==> config.mk <==
export PLATFORM = sky130hd
export DESIGN_NAME = fire_detect_mc_flat
export DESIGN_NICKNAME = d
export VERILOG_FILES = /design/src/rtl/fire_detect_mc_if.sv /design/src/rtl/fire_detect_mc.sv /design/src/flat_wrapper.sv
export SDC_FILE = /design/constraint.sdc
export NUM_CORES = 1
export LEC_CHECK = 0
export CORE_MARGIN = 8
export CORE_UTILIZATION = 45
export CTS_BUF_LIST = sky130_fd_sc_hd__clkbuf_8 sky130_fd_sc_hd__clkbuf_16
export DETAILED_ROUTE_END_ITERATION = 6
export GPL_TIMING_DRIVEN = 0
export PLACE_DENSITY_LB_ADDON = 0.3
export SLEW_MARGIN = 10
export SYNTH_ARGS = -nofsm -noshare
export SYNTH_HDL_FRONTEND = slang
export SYNTH_SLANG_ARGS = --single-unit
==> constraint.sdc <==
create_clock -name clk -period 7.9 [get_ports clk]
set_input_delay 1.58 -clock clk [delete_from_list [all_inputs] [get_ports clk]]
set_output_delay 1.58 -clock clk [all_outputs]
set_load 0.02 [all_outputs]
==> src/rtl/fire_detect_mc_if.sv <==
// Sample/alarm bundle between the sensor mux and fire_detect_mc.
// The master drives samples and alarm clears; the slave (detector) returns status.
interface fire_detect_mc_if #(
    parameter int unsigned W   = 16,
    parameter int unsigned NCH = 4,
    parameter int unsigned CW  = (NCH > 1) ? $clog2(NCH) : 1
);
    logic           data_valid;
    logic [CW-1:0]  ch_id;
    logic [W-1:0]   lux_in;
    logic [NCH-1:0] alarm_clr;
    logic [NCH-1:0] fire_detected;
    logic           fire_any;
    logic [NCH-1:0] alarm_latched;
    logic           out_valid;

    modport master (
        output data_valid, ch_id, lux_in, alarm_clr,
        input  fire_detected, fire_any, alarm_latched, out_valid
    );

    modport slave (
        input  data_valid, ch_id, lux_in, alarm_clr,
        output fire_detected, fire_any, alarm_latched, out_valid
    );
endinterface

==> src/rtl/fire_detect_mc.sv <==
// Multi-channel EMA fire detector for time-multiplexed lux sensors.
// Each channel keeps an EMA baseline and a hysteretic IDLE/FIRE state that
// changes only after PERSIST consecutive qualifying samples; alarms are sticky.
module fire_detect_mc #(
    parameter int unsigned W       = 16,
    parameter int unsigned NCH     = 4,
    parameter int unsigned SHIFT   = 6,
    parameter int unsigned ALPHA   = 20,
    parameter int unsigned TH_ON   = 200,
    parameter int unsigned TH_OFF  = 100,
    parameter int unsigned PERSIST = 3
) (
    input  logic             clk,
    input  logic             rst_n,
    fire_detect_mc_if.slave  bus
);
    localparam int unsigned CW   = (NCH > 1) ? $clog2(NCH) : 1;
    localparam int unsigned CNTW = $clog2(PERSIST + 1);
    localparam int unsigned EW   = W + SHIFT + 1;

    typedef enum logic {
        ST_IDLE = 1'b0,
        ST_FIRE = 1'b1
    } state_t;

    state_t          state_q [NCH];
    state_t          state_d [NCH];
    logic [W-1:0]    ema_q   [NCH];
    logic [W-1:0]    ema_d   [NCH];
    logic [CNTW-1:0] cnt_q   [NCH];
    logic [CNTW-1:0] cnt_d   [NCH];
    logic [NCH-1:0]  init_q, init_d;
    logic [NCH-1:0]  alarm_q, alarm_d;
    logic [NCH-1:0]  fire_d;
    logic            fire_any_q, fire_any_d;
    logic            out_valid_q, out_valid_d;
    logic            accept;

    // Per-channel next state: only the addressed channel moves on an accepted sample
    always_comb begin
        logic [EW-1:0]   mix;
        logic [W-1:0]    ema_new;
        logic [W:0]      lux_ext;
        logic [W:0]      thr_on;
        logic [W:0]      thr_off;
        logic [CNTW-1:0] cnt_inc;

        accept      = bus.data_valid && ({1'b0, bus.ch_id} < (CW+1)'(NCH));
        out_valid_d = accept;
        lux_ext     = {1'b0, bus.lux_in};
        fire_d      = '0;
        init_d      = init_q;
        alarm_d     = alarm_q;

        for (int unsigned i = 0; i < NCH; i++) begin
            state_d[i] = state_q[i];
            ema_d[i]   = ema_q[i];
            cnt_d[i]   = cnt_q[i];

            mix     = EW'(ALPHA) * EW'(bus.lux_in)
                    + EW'((32'd1 << SHIFT) - ALPHA) * EW'(ema_q[i]);
            ema_new = mix[SHIFT +: W];
            thr_on  = {1'b0, ema_q[i]} + (W+1)'(TH_ON);
            thr_off = {1'b0, ema_q[i]} + (W+1)'(TH_OFF);
            cnt_inc = cnt_q[i] + 1'b1;

            if (accept && (bus.ch_id == CW'(i))) begin
                if (!init_q[i]) begin
                    ema_d[i]  = bus.lux_in;
                    init_d[i] = 1'b1;
                    cnt_d[i]  = '0;
                end else begin
                    unique case (state_q[i])
                        ST_IDLE: begin
                            // Baseline tracks only samples that do not exceed it
                            if (lux_ext > thr_on) begin
                                if (cnt_inc == CNTW'(PERSIST)) begin
                                    state_d[i] = ST_FIRE;
                                    cnt_d[i]   = '0;
                                end else begin
                                    cnt_d[i] = cnt_inc;
                                end
                            end else begin
                                cnt_d[i] = '0;
                                ema_d[i] = ema_new;
                            end
                        end
                        ST_FIRE: begin
                            if (lux_ext <= thr_off) begin
                                if (cnt_inc == CNTW'(PERSIST)) begin
                                    state_d[i] = ST_IDLE;
                                    cnt_d[i]   = '0;
                                end else begin
                                    cnt_d[i] = cnt_inc;
                                end
                            end else begin
                                cnt_d[i] = '0;
                            end
                        end
                        default: state_d[i] = ST_IDLE;
                    endcase
                end
            end

            fire_d[i]  = (state_d[i] == ST_FIRE);
            // Entering FIRE sets the alarm and overrides a simultaneous clear
            alarm_d[i] = ((state_d[i] == ST_FIRE) && (state_q[i] == ST_IDLE))
                       || (alarm_q[i] && !bus.alarm_clr[i]);
        end

        fire_any_d = |fire_d;
    end

    // State and output registers with asynchronous active-low reset
    always_ff @(posedge clk or negedge rst_n) begin
        if (!rst_n) begin
            for (int unsigned i = 0; i < NCH; i++) begin
                state_q[i] <= ST_IDLE;
                ema_q[i]   <= '0;
                cnt_q[i]   <= '0;
            end
            init_q      <= '0;
            alarm_q     <= '0;
            fire_any_q  <= 1'b0;
            out_valid_q <= 1'b0;
        end else begin
            for (int unsigned i = 0; i < NCH; i++) begin
                state_q[i] <= state_d[i];
                ema_q[i]   <= ema_d[i];
                cnt_q[i]   <= cnt_d[i];
            end
            init_q      <= init_d;
            alarm_q     <= alarm_d;
            fire_any_q  <= fire_any_d;
            out_valid_q <= out_valid_d;
        end
    end

    // Drive the status outputs from registered state
    always_comb begin
        for (int unsigned i = 0; i < NCH; i++) begin
            bus.fire_detected[i] = (state_q[i] == ST_FIRE);
        end
        bus.fire_any      = fire_any_q;
        bus.alarm_latched = alarm_q;
        bus.out_valid     = out_valid_q;
    end
endmodule

==> src/flat_wrapper.sv <==
// flat-port wrapper written by rule: the top's interface ports become plain ports
module fire_detect_mc_flat 
#(
    parameter int unsigned W       = 16,
    parameter int unsigned NCH     = 4,
    parameter int unsigned SHIFT   = 6,
    parameter int unsigned ALPHA   = 20,
    parameter int unsigned TH_ON   = 200,
    parameter int unsigned TH_OFF  = 100,
    parameter int unsigned PERSIST = 3
)
  (clk, rst_n, bus_data_valid, bus_ch_id, bus_lux_in, bus_alarm_clr, bus_fire_detected, bus_fire_any, bus_alarm_latched, bus_out_valid);
  fire_detect_mc_if #(.W(W), .NCH(NCH), .CW((2))) bus_i ();
  input  logic clk;
  input  logic rst_n;
  input wire logic [$bits(bus_i.data_valid)-1:0] bus_data_valid;
  input wire logic [$bits(bus_i.ch_id)-1:0] bus_ch_id;
  input wire logic [$bits(bus_i.lux_in)-1:0] bus_lux_in;
  input wire logic [$bits(bus_i.alarm_clr)-1:0] bus_alarm_clr;
  output wire logic [$bits(bus_i.fire_detected)-1:0] bus_fire_detected;
  output wire logic [$bits(bus_i.fire_any)-1:0] bus_fire_any;
  output wire logic [$bits(bus_i.alarm_latched)-1:0] bus_alarm_latched;
  output wire logic [$bits(bus_i.out_valid)-1:0] bus_out_valid;
  assign bus_i.data_valid = bus_data_valid;
  assign bus_i.ch_id = bus_ch_id;
  assign bus_i.lux_in = bus_lux_in;
  assign bus_i.alarm_clr = bus_alarm_clr;
  assign bus_fire_detected = bus_i.fire_detected;
  assign bus_fire_any = bus_i.fire_any;
  assign bus_alarm_latched = bus_i.alarm_latched;
  assign bus_out_valid = bus_i.out_valid;
  fire_detect_mc #(.W(W), .NCH(NCH), .SHIFT(SHIFT), .ALPHA(ALPHA), .TH_ON(TH_ON), .TH_OFF(TH_OFF), .PERSIST(PERSIST)) u_core (.clk(clk), .rst_n(rst_n), .bus(bus_i));
endmodule
==> results.toml <==
[floorplan]
die_area_sq_um = 44200
die_h_microns = 210
row_count = 71
initial_utilization_pct = 45.4
coreArea_sq_um = 37400
ioPinCount = 35
die_width_microns = 210

[timing]
setup_viol = 0
finalCriticalPeriod_ps = 7660
period_share_pct = 97.0
finalMaxSlewViolations = 0
maxSlewHeadroom_pct = 15.2
max_freq_mhz = 131
finalHoldViolations = 0
tightestPinTransition_ps = 1270
fin_ws_ps = 240
fin_setup_tns_ps = 0
finClkSkew_ps = 7.33

[placed_design]
place_ws_ps = -346
gp_congestion = 0.911
hpwl_microns = 37400
portBuffers = 34
dp_cells = 2611

[drt]
drtIter0Drc = 972
remaining_drc_errors = 0
num_vias = 15000
viasPerCell = 5.69
routed_wl_microns = 48300
first_pass_iters = 5
ant_nets = 0
wire_per_inst_microns = 18.4

[yosys]
synth_warnings = 0
synthArstFlopShare_pct = 100
synth_area_per_cell_sq_um = 8.22
synth_largest_area_cell = "ha_1"
syn_area_sq_um = 17000
postSynthCellCount = 2065
synth_top_area_share_pct = 27.7
synth_edf_count = 0
yosys_register_bits = 86
synth_fp_nets = 2519
ys_top_cells_by_area = "ha_1 28%, dfrtp_1 13%, xnor2_1 8.9%, fa_1 6.2%, inv_1 6.2%"
synth_flop_cell = "dfrtp_1"
synth_cell_type_count = 74
yosysSeqAreaShare_pct = 12.7

[grt]
grt_use_met3_pct = 2.03
grt_pass1_wl_microns = 77900
grt_pass1_vias = 15100
busiest_layer = "met2"
use_met2_pct = 38.2
use_met1_pct = 27.7
antenna_found_initial = 0
grt_max_degree = 50
overflow = 0
grt_util_all_layers_pct = 21.9

[setup_path]
crit_fanout = 14
end_kind = "register"
worstPathRequired_ps = 8140
arrival_ps = 7900
path_class = "in2reg"
startpoint_type = "input pin"

[cells_and_area]
drive_gt1_share_pct = 2.84
fillers = 3681
finalNetCount = 2565
syn_to_final_growth_pct = 7.90
finalNonFillerCells = 2627
diodes = 0

[cts]
clk_latency_ps = 380
clock_path_buffers = 2
cts_buffers = 9
htreeDepth = 3
cts_tree = "done"
cts_setup_buffers = 0
root_buffer = "clkbuf_16"
clock_sinks = 86
clkTransAtPathRegs_ps = 70

[run_status]
status = "finished clean"

[flow_run]
drv_cap = 0

[min_path]
hold_class = "reg2reg"
==> path summary, 6_finish.rpt <==
path | startpoint | endpoint | slack, ps | cells after the start
hold / removal | u_core.bus.alarm_latched[3] | u_core.bus.alarm_latched[3] | 480 | 1
max in group asynchronous | rst_n | u_core.ema_q[48] | 5940 | 2
hold reg to reg | u_core.bus.alarm_latched[3] | u_core.bus.alarm_latched[3] | 480 | 1
min in group asynchronous | rst_n | u_core.cnt_q[2] | 1270 | 1
setup reg to reg | u_core.ema_q[4] | u_core.ema_q[15] | 2480 | 21
setup / recovery | bus_lux_in[3] | u_core.ema_q[15] | 240 | 21
==> state kept, by name (all words and copies together), names as in the netlist <==
signal                    flops
u_core.ema_q                 64
u_core.cnt_q                  8
u_core.bus.alarm_latched      4
u_core.bus.fire_detected      4
u_core.init_q                 4
u_core.bus.fire_any           1
u_core.bus.out_valid          1
==> kinds of logic (layout without fill, tap and decap cells) <==
family                   Yosys count  in the layout  share of synthesized area (%)
AO/OA/AOI/OAI                    502            502                           19.3
flip-flops                        86             86                           12.7
XOR/XNOR                         206            206                           10.6
AND/OR/NAND/NOR                  483            483                           13.9
adder cells (fa/ha/maj)          429            429                           34.0
multiplexers                      42             42                           2.51
buffers and inverters            317            368                           7.05
==> cell type report <==
cell class | count | area [sq um] | area share [%]
multi-input combinational | 1662 | 13600 | 74.5
timing repair buffer | 35 | 360 | 1.97
buffer | 35 | 139 | 0.758
sequential | 86 | 2150 | 11.7
clock buffer | 9 | 225 | 1.23
inverter | 282 | 1060 | 5.78
clock inverter | 7 | 98.8 | 0.540
tap | 511 | 639 | 3.49
==> critical path: stages <==
cell and delay (ps):
clkdlybuf4s50_1 1020, ha_1 600, ha_1 170, inv_1 60, fa_1 400, nor2b_1 120, o21ai_0 110, a21boi_0 260
o21ai_0 200, a211oi_1 490, nor3_1 170, xnor2_2 520, ha_1 370, and4_1 180, a221o_1 290, a31oi_1 440
o211ai_1 280, a31oi_1 260, xor2_1 150, and2_1 140, o22ai_1 70
==> through the flow <==
step	utilization (%)	area, sq um	hold slack [ps]
6_report	49.0	18300	479
5_1_grt	49.0	18300	498
4_1_cts	48.9	18300	481
3_5_place_dp	48.1	18000	465
3_3_place_gp	48.0	18000	460
2_1_floorplan	-	17000	470
==> placed cells by master, fill, tap and decap left out, drive strengths merged, types with 16 or more instances in the layout <==
master / synthesis / routed
ha: 376 / 376
inv: 281 / 281
xnor2: 173 / 173
a21oi: 160 / 160
nor2: 141 / 141
nand2: 109 / 109
o21ai: 89 / 89
dfrtp: 86 / 86
a21o: 73 / 73
fa: 53 / 53
nor3: 45 / 45
nand3: 38 / 38
mux2i: 37 / 37
clkbuf: 27 / 36
xor2: 33 / 33
clkdlybuf4s50: 0 / 32
nand4: 30 / 30
nor2b: 29 / 29
o21a: 24 / 24
a31oi: 20 / 20
o21bai: 19 / 19
and3: 17 / 17
a211oi: 16 / 16
==> synth_stat cells (all sizes together) (19+ instances only) <==
master / number
nor2b: 29
ha: 376
nand4: 30
xnor2: 173
o21a: 24
a31oi: 20
dfrtp: 86
nand2: 109
nor2: 141
o21ai: 89
xor2: 33
fa: 53
nor3: 45
clkbuf: 27
inv: 281
o21bai: 19
a21o: 73
nand3: 38
mux2i: 37
a21oi: 160
==> per-layer routing <==
metal / vias to the layer above / part of all wire (%)
li1: 7360 / -
met1: 7170 / 45
met5: - / 0
met4: 0 / 3.4
met3: 73 / 4.5
met2: 352 / 47
==> timing repair <==
| item | in CTS | in global routing |
|---|---|---|
| resized for setup | 0 | 4 |
| hold buffers | 0 | 0 |
| hold endpoints to repair | 0 | 0 |
| setup endpoints to repair | 0 | 4 |
Power is left out: the tool's default activity adds up to more than one toggle a clock period on the data nets, which glitch-free logic cannot reach.
